### src/rtl/snake_pkg.sv
// Shared types for the snake game: screen states (also the display-mux select)
// and IR remote key codes.
package snake_pkg;

  typedef enum logic [1:0] {
    START_SCREEN = 2'd0,
    GAME_SCREEN  = 2'd1,
    PAUSE_SCREEN = 2'd2,
    END_SCREEN   = 2'd3
  } state_t;

  localparam logic [31:0] KEY_START_CODE = 32'h20DF0000;
  localparam logic [31:0] KEY_PAUSE_CODE = 32'h20DF8000;

  function automatic logic [7:0] max8(input logic [7:0] a, input logic [7:0] b);
    return (a > b) ? a : b;
  endfunction

endpackage

### src/rtl/game_flow_ctrl_tick_gen.sv
// Programmable-period step pulse: counts up while enabled, one-cycle tick at
// period-1, clear has priority and never produces a tick.
module tick_gen (
  input  logic        clk,
  input  logic        rst_n,
  input  logic        en,
  input  logic        clr,
  input  logic [31:0] period,
  output logic        tick
);

  logic [31:0] cnt_q, cnt_d;
  logic        tick_q, tick_d;
  logic [31:0] last;

  assign last = period - 32'd1;

  // >= rather than == so a period that shrinks below the running count
  // terminates on the next enabled cycle instead of wrapping.
  always_comb begin
    cnt_d  = cnt_q;
    tick_d = 1'b0;
    if (clr) begin
      cnt_d = '0;
    end else if (en) begin
      if (cnt_q >= last) begin
        cnt_d  = '0;
        tick_d = 1'b1;
      end else begin
        cnt_d = cnt_q + 32'd1;
      end
    end
  end

  always_ff @(posedge clk) begin
    if (!rst_n) begin
      cnt_q  <= '0;
      tick_q <= 1'b0;
    end else begin
      cnt_q  <= cnt_d;
      tick_q <= tick_d;
    end
  end

  assign tick = tick_q;

endmodule

### src/rtl/game_flow_ctrl.sv
// Snake game top-level sequencer: IR command decode, screen FSM, speed level,
// step tick, score and high score.
//
//   state        | meaning
//   START_SCREEN | idle after reset, waiting for start key
//   GAME_SCREEN  | game running, step ticks issued
//   PAUSE_SCREEN | game frozen, tick counter held
//   END_SCREEN   | collision seen, high score latched
module game_flow_ctrl
  import snake_pkg::*;
#(
  parameter int unsigned TICK_DIV   = 12_500_000,
  parameter int unsigned TICK_STEP  = 1_000_000,
  parameter int unsigned MAX_LEVEL  = 8,
  parameter logic [31:0] KEY_START  = KEY_START_CODE,
  parameter logic [31:0] KEY_PAUSE  = KEY_PAUSE_CODE,
  parameter int unsigned SCORE_MULT = 5
) (
  input  logic        CLOCK_50,
  input  logic        reset_n,
  input  logic [31:0] cmd_word,
  input  logic        cmd_valid,
  input  logic        game_over,
  input  logic        food_eaten,
  input  logic [7:0]  length,
  output logic [1:0]  disp_sel,
  output logic        game_tick,
  output logic        game_clr,
  output logic [7:0]  score,
  output logic [7:0]  high_score
);

  localparam int unsigned      LVL_W   = $clog2(MAX_LEVEL + 1);
  localparam logic [LVL_W-1:0] LVL_MAX = LVL_W'(MAX_LEVEL);
  localparam logic [7:0]       MULT8   = 8'(SCORE_MULT);

  state_t            state_q, state_d;
  logic              clr_q, clr_d;
  logic [LVL_W-1:0]  level_q, level_d;
  logic [7:0]        score_q, score_d;
  logic [7:0]        high_q, high_d;
  logic              cmd_start, cmd_pause;
  logic              tick_en;
  logic [31:0]       period;

  assign cmd_start = cmd_valid && (cmd_word == KEY_START);
  assign cmd_pause = cmd_valid && (cmd_word == KEY_PAUSE);

  always_comb begin
    state_d = state_q;
    clr_d   = 1'b0;
    level_d = level_q;
    high_d  = high_q;
    score_d = length * MULT8;
    case (state_q)
      START_SCREEN: begin
        if (cmd_start) begin
          state_d = GAME_SCREEN;
          clr_d   = 1'b1;
          level_d = '0;
        end
      end
      GAME_SCREEN: begin
        if (food_eaten && (level_q != LVL_MAX)) begin
          level_d = level_q + LVL_W'(1);
        end
        if (game_over) begin
          state_d = END_SCREEN;
          high_d  = max8(high_q, score_q);
        end else if (cmd_pause) begin
          state_d = PAUSE_SCREEN;
        end
      end
      PAUSE_SCREEN: begin
        if (cmd_start) begin
          state_d = GAME_SCREEN;
          clr_d   = 1'b1;
          level_d = '0;
        end else if (cmd_pause) begin
          state_d = GAME_SCREEN;
        end
      end
      END_SCREEN: begin
        if (cmd_start) begin
          state_d = GAME_SCREEN;
          clr_d   = 1'b1;
          level_d = '0;
        end
      end
      default: state_d = START_SCREEN;
    endcase
  end

  always_ff @(posedge CLOCK_50) begin
    if (!reset_n) begin
      state_q <= START_SCREEN;
      clr_q   <= 1'b0;
      level_q <= '0;
      score_q <= '0;
      high_q  <= '0;
    end else begin
      state_q <= state_d;
      clr_q   <= clr_d;
      level_q <= level_d;
      score_q <= score_d;
      high_q  <= high_d;
    end
  end

  // Counting only on cycles that stay in the game: a pause, restart or
  // collision edge leaves the count untouched and can never emit a tick.
  assign tick_en = (state_q == GAME_SCREEN) && (state_d == GAME_SCREEN);
  assign period  = TICK_DIV - (32'(level_q) * TICK_STEP);

  tick_gen u_tick_gen (
    .clk    (CLOCK_50),
    .rst_n  (reset_n),
    .en     (tick_en),
    .clr    (clr_d),
    .period (period),
    .tick   (game_tick)
  );

  assign disp_sel   = state_q;
  assign game_clr   = clr_q;
  assign score      = score_q;
  assign high_score = high_q;

endmodule

### config.mk
export PLATFORM = sky130hd
export DESIGN_NAME = game_flow_ctrl
export DESIGN_NICKNAME = d
export VERILOG_FILES = /design/src/rtl/snake_pkg.sv /design/src/rtl/game_flow_ctrl_tick_gen.sv /design/src/rtl/game_flow_ctrl.sv
export SDC_FILE = /design/constraint.sdc
export NUM_CORES = 1
export LEC_CHECK = 0
export BUFFER_PORTS_ARGS = -buffer_cell sky130_fd_sc_hd__buf_4
export CORE_ASPECT_RATIO = 1.4
export CORE_UTILIZATION = 45
export CTS_BUF_LIST = sky130_fd_sc_hd__clkbuf_2 sky130_fd_sc_hd__clkbuf_4 sky130_fd_sc_hd__clkbuf_8
export CTS_CLUSTER_DIAMETER = 60
export DETAILED_ROUTE_END_ITERATION = 10
export PLACE_DENSITY = 0.67
export SYNTH_ARGS = -nofsm -noshare
export SYNTH_HDL_FRONTEND = slang
export SYNTH_SLANG_ARGS = --single-unit
export TNS_END_PERCENT = 100
### constraint.sdc
create_clock -name CLOCK_50 -period 4.7 [get_ports CLOCK_50]
set_input_delay 0.47 -clock CLOCK_50 [delete_from_list [all_inputs] [get_ports CLOCK_50]]
set_output_delay 0.47 -clock CLOCK_50 [all_outputs]
set_load 0.01 [all_outputs]
Word level (Yosys, flattened, before mapping)
Cells that the tools add are included.
- flip-flop bits (word level): 56
- input port bits: 45
- output and inout bits: 20
- add/sub/neg operators: 4
- $mul: 2
- order comparisons: 2
- eq/ne operators: 9
- multiplexer cells: 13
- bitwise operators: 3
- reductions and logical operators: 11
- operators with widths (cell ; number):
    32-bit by 30-bit equality test with 1-bit output, second input constant ; 2
    32-bit by 1-bit adder with 32-bit output, second input constant ; 1
    32-bit greater-or-equal comparator ; 1
    32-bit 2-to-1 mux ; 1
    25-bit by 2-bit subtractor with 26-bit output, second input constant ; 1
    24-bit by 24-bit subtractor with 25-bit output, first input constant ; 1
    4-bit by 14-bit multiplier with 18-bit output, second input constant ; 1
    2-bit 2-to-1 mux ; 5
    8-bit greater-than comparator ; 1
    8-bit by 3-bit multiplier with 8-bit output, second input constant ; 1
    4-bit 2-to-1 mux ; 2
    4-bit case mux with 2 select lines ; 1
    2-bit case mux with 3 select lines ; 1
    3-bit OR reduction ; 2
    4-bit by 1-bit adder with 4-bit output, second input constant ; 1
    2-bit by 1-bit equality test with 1-bit output, second input constant ; 2
    2-bit equality test, second input constant ; 2
    1-bit logical AND ; 4
    4-bit inequality test, second input constant ; 1
    2-bit OR reduction ; 2
    1-bit 2-to-1 mux ; 3
    1-bit NOT ; 3
    3-bit AND reduction ; 1
    2-bit zero test ; 1
    3 further kinds ; 3

Longest topological paths before layout
- depth in word-level cells: 9
- gate-level depth with buffers: 21
- gate-level depth less buffers: 20

Hierarchy
From an unflattened synthesis, not the netlist that was laid out.
- cell total of the unflattened synthesis: 595
- area total of the unflattened synthesis: 5014.8 µm²
- modules (own cells, without submodules) (module ; times used ; cells each ; area each (µm²)):
    tick_gen ; 1 ; 328 ; 2705.1
    game_flow_ctrl ; 1 ; 267 ; 2309.7

Least setup slack after synthesis
OpenSTA, ideal clock, no wires.
- path kind: register -> register
- start: reg level_q[1]
- end: reg u_tick_gen.cnt_q[4]
- setup time: 117 ps
- arrival time: 4847 ps
- required time: 4583 ps
- slack: -264 ps
- cell stages (with the launch flop): 20
- buffers on the path: 1
- clock period less this slack: 4964 ps
- cells stage by stage: dfxtp_1 > inv_1 > ha_1 > fa_1 > ha_1 > a21o_1 > a21o_1 > xor2_1 > nand4b_1 > nor3_1 > o21ai_0 > ha_1 > nand4_1 > nor4_1 > a41oi_1 > a211oi_4 > nor3_2 > buf_6 > a22oi_1 > nand2_1
- cells in the longest elaborated chain, start to end: 5
- RTL lines (what ; line ; RTL):
    from (decl) ; game_flow_ctrl.sv:39 ; logic [LVL_W-1:0] level_q, level_d;
    from (signal assigned) ; game_flow_ctrl.sv:104 ; level_q <= level_d;
    4-bit by 14-bit multiplier with 18-bit output ; game_flow_ctrl.sv:113 ; assign period = TICK_DIV - (32'(level_q) * TICK_STEP);
    24-bit by 24-bit subtractor with 25-bit output ; game_flow_ctrl.sv:113 ;
    25-bit by 2-bit subtractor with 26-bit output ; game_flow_ctrl_tick_gen.sv:16 ; assign last = period - 32'd1;
    32-bit greater-or-equal comparator ; game_flow_ctrl_tick_gen.sv:26 ; if (cnt_q >= last) begin
    32-bit 2-to-1 mux ; game_flow_ctrl_tick_gen.sv:26 ;
    to (signal assigned) ; game_flow_ctrl_tick_gen.sv:40 ; cnt_q <= cnt_d;
    to (decl) ; game_flow_ctrl_tick_gen.sv:12 ; logic [31:0] cnt_q, cnt_d;
Every way passes these cells.
A chain may end at the register's enable or synchronous reset.

Worst setup path after layout
- start: reg level_q[2]
- end: reg u_tick_gen.cnt_q[31]
The elaborated chain is that of the path after synthesis.

==> metrics.txt <==
run status complete, no violations; biggest area consumer among synthesized cells sky130_fd_sc_hd__dfxtp_1; portion of the clock cycle consumed by the worst path in the final layout 97.4%; achievable frequency 218 MHz; PwrDens 166 nW/um^2; Area growth syn-to-layout 22.9%; cell with the most instances after synthesis sky130_fd_sc_hd__nand2_1; Routed Antenna Nets 0; met3 Track Usage GR 3.16%; net switching fraction of the power 26.0%; post-synth top area share 23.9%; logic gate share of total power 12.7%; worst-case clock skew 0.00682 ns; chip width 88.3 um; root cell of the clock tree sky130_fd_sc_hd__clkbuf_8; Core ar. 10,000 um^2; Global Route Usage Sum 21.9%; Multi-input gate area 3500 um^2; yosys warns 0; Hold Path Stages 2; final setup violation count 0; Hold Vio Cnt, Final 0; Net Count, Synth 670; combined buffer and inverter count along the critical path 3; hold_ws 0.361 ns; number of different library cells in the post-synthesis netlist 61; IO Count 65; Cell Count Post-Placement 765; 1st-iter DRT viols 173; max capacitance violation total 0; Slew HR 19.9%; net switching power 249 uW; min Tclk post-route 4.58 ns; top cells by area in the synthesized netlist sky130_fd_sc_hd__dfxtp_1, sky130_fd_sc_hd__ha_1, sky130_fd_sc_hd__nand2_1; internal power 709 uW; met1 usage 24.0%; path type of the worst min-delay path in2reg; maximum number of pins on one net before global-route repair 29; cells along the critical path fa_2 -> fa_1 -> ha_1 -> a21o_1 -> xor2_1 -> nand4b_1 -> nor3_2 -> buf_4 -> xnor2_2 -> ha_1 -> nand2_2 -> nor4_4 -> buf_4 -> a22oi_2 -> a31oi_4 -> nor2_2 -> buf_4 -> a21oi_1 -> mux2i_1; Syn Std Cell Area 4690 um^2; global route overflow 0; clock-pin slew of the registers on the worst-case setup and hold paths 0.11 ns; final layout net count 758; transition time of the tightest slew-check pin 1.20 ns; ys flop type sky130_fd_sc_hd__dfxtp_1; data required time at the worst endpoint 4.93 ns; Yosys reg bits 56; category of cells accounting for the largest share of critical-path delay adder cells; total of fill cells in the finished design 967; Reg2Reg Depth 19; maximum cell stage delay along the critical path 0.58 ns; die height 123 um; Avg Inst Size Synth 8.48 um^2; vias in the first global route 4,226; commonest cells in the netlist sky130_fd_sc_hd__nand2_1, sky130_fd_sc_hd__ha_1, sky130_fd_sc_hd__dfxtp_1, sky130_fd_sc_hd__nor2_1; Async SR Flop Fraction 0%; RSZ-0062 raised after global routing yes; Detailed Place HPWL 8.80 mm; Static Leakage 2.46 nW; fin cells 777; Worst IR Drop VDD 0.000106 V; cell at the slowest stage of the critical path sky130_fd_sc_hd__fa_2; TritonCTS clock tree built; library cell appearing most often on the critical path sky130_fd_sc_hd__buf_4; nature of the critical path startpoint flop; area occupied by registers 1130 um^2; initial cell density of the core 46.8%; clock group share of total power 35.7%; number of cells on the critical path 19; clock sink total 56; Max Slew Vio Count 0; number of input and output port buffers inserted 64; clock buffer count from CTS 5; most utilized layer in the global route result met2; met2 demand-to-capacity share in global routing 41.1%; Placer Congestion 0.814; area enclosed by the die boundary 10,800 um^2; buffer levels on the longest clock path 2; sequential area share after synthesis 23.9%; CP Max Fanout 9; total power consumption of the routed design 959 uW; drt pass-1 iters 4; number of diodes 0; post-DR vias/cell 5.55; mean routed wirelength per cell 14.5 um; worst skew pair latency 0.33 ns; capturing element type of the critical path flop; total DRC errors in the routed layout 0; first-pass GRT wire length 18.9 mm; share of total power in sequential cells 51.6%; gate count of the mapped netlist 553; total via count in the routed design 4,309; Final Routed Wirelength 11.3 mm; data arrival at the endpoint of the critical path 4.80 ns; initial antenna violation count 0; number of H-tree levels 2; Setup Crit Path Kind reg2reg; Rows 43; share of final-layout standard cells stronger than drive strength 1 24.8%; number of flops mapped to enable cells by yosys 0
-- per-stage QoR --
stage / utilization [%] / TNS [ns] / worst slack [ns] / instance area, um^2
finish: 57.6 / 0 / 0.120 / 5760
CTS: 56.1 / 0 / 0.0391 / 5610
detailed placement: 54.5 / -4.27 / -0.172 / 5460
global placement: 54.5 / 0 / 0.0119 / 5460
floorplan: - / 0 / 0.0469 / 4700
global route: 57.6 / -2.67 / -0.152 / 5760
-- sequential cells by signal (all words and copies together) (netlist names) --
name	cells
disp_sel	2
game_clr	1
high_score	8
level_q	4
score	8
u_tick_gen.cnt_q	32
u_tick_gen.tick	1
-- layout by cell type, fill, tap and decap left out, types with 3 or more instances in the layout --
cell / count
sky130_fd_sc_hd__a21oi_1: 27
sky130_fd_sc_hd__nor2_1: 36
sky130_fd_sc_hd__nand4_1: 21
sky130_fd_sc_hd__or2_2: 3
sky130_fd_sc_hd__xnor2_1: 22
sky130_fd_sc_hd__o21ai_1: 5
sky130_fd_sc_hd__nand3b_1: 3
sky130_fd_sc_hd__xor2_1: 11
sky130_fd_sc_hd__a22oi_2: 13
sky130_fd_sc_hd__a31oi_1: 4
sky130_fd_sc_hd__nor3_1: 21
sky130_fd_sc_hd__ha_1: 65
sky130_fd_sc_hd__xnor2_2: 3
sky130_fd_sc_hd__nor4_4: 3
sky130_fd_sc_hd__dfxtp_1: 54
sky130_fd_sc_hd__nor4b_1: 4
sky130_fd_sc_hd__a21o_1: 8
sky130_fd_sc_hd__a211oi_1: 3
sky130_fd_sc_hd__nand2_1: 66
sky130_fd_sc_hd__nor4_1: 6
sky130_fd_sc_hd__buf_6: 5
sky130_fd_sc_hd__nor3_2: 6
sky130_fd_sc_hd__buf_4: 92
sky130_fd_sc_hd__clkbuf_8: 5
sky130_fd_sc_hd__and2_1: 8
sky130_fd_sc_hd__mux2i_1: 10
sky130_fd_sc_hd__and4_1: 4
sky130_fd_sc_hd__nand3_1: 19
sky130_fd_sc_hd__and3_1: 6
sky130_fd_sc_hd__fa_1: 5
sky130_fd_sc_hd__nand4b_1: 6
sky130_fd_sc_hd__o21ai_0: 15
sky130_fd_sc_hd__nor2b_1: 4
sky130_fd_sc_hd__inv_1: 27
sky130_fd_sc_hd__nor4_2: 3
-- repair_timing --
item / 4_1_cts / 5_1_grt
pin swaps: 2 / 22
hold buffers: 0 / 0
endpoints found under the hold margin: 0 / 0
setup endpoints to repair: 33 / 33
gates cloned: 0 / 1
gates resized for setup: 7 / 25
buffers inserted: 0 / 3
-- cell families (layout without fill, tap and decap cells) --
| logic type | Yosys count | in the layout | share of synthesized area, % |
|---|---|---|---|
| simple gates | 237 | 237 | 27.9 |
| compound gates | 98 | 98 | 14.6 |
| fa+ha+maj | 72 | 72 | 20.2 |
| flops | 56 | 56 | 23.9 |
| buf+inv | 44 | 133 | 4.56 |
| xor+xnor | 36 | 36 | 6.73 |
| mux | 10 | 10 | 2.14 |
-- routing by layer --
| metal | wire [um] | up-vias |
|---|---|---|
| li1 | - | 2180 |
| met1 | 4430 | 2023 |
| met2 | 6190 | 90 |
| met3 | 376 | 16 |
| met4 | 287 | 0 |
| met5 | 0 | - |
-- layout make-up --
type	instances	share of cell area [%]
timing repair buffer	97	13.0
clock inverter	3	0.803
sequential	56	19.6
inverter	28	1.82
tap	135	2.93
clock buffer	5	1.19
multi-input combinational	453	60.7
-- final timing paths --
check                                from  slack [ns]                                 to
setup / recovery  level_q[2]$_SDFFE_PN0P_        0.12  u_tick_gen.cnt_q[31]$_SDFFE_PP0P_
hold / removal                  length[0]        0.36                score[0]$_SDFF_PN0_
setup reg to reg  level_q[2]$_SDFFE_PN0P_        0.12  u_tick_gen.cnt_q[31]$_SDFFE_PP0P_
hold reg to reg       score[1]$_SDFF_PN0_        0.49         high_score[1]$_SDFFE_PN0P_
-- power groups by stage --
stage               Sequential [mW]  Clock (mW)  Combinational [mW]
detailed placement            0.507           0               0.122
finish                        0.495       0.342               0.122
global route                  0.496       0.364               0.137
CTS                           0.496       0.350               0.123
global placement              0.506           0               0.119
floorplan                     0.507           0              0.0592
Note: power is estimated with default switching activity, not from simulation.
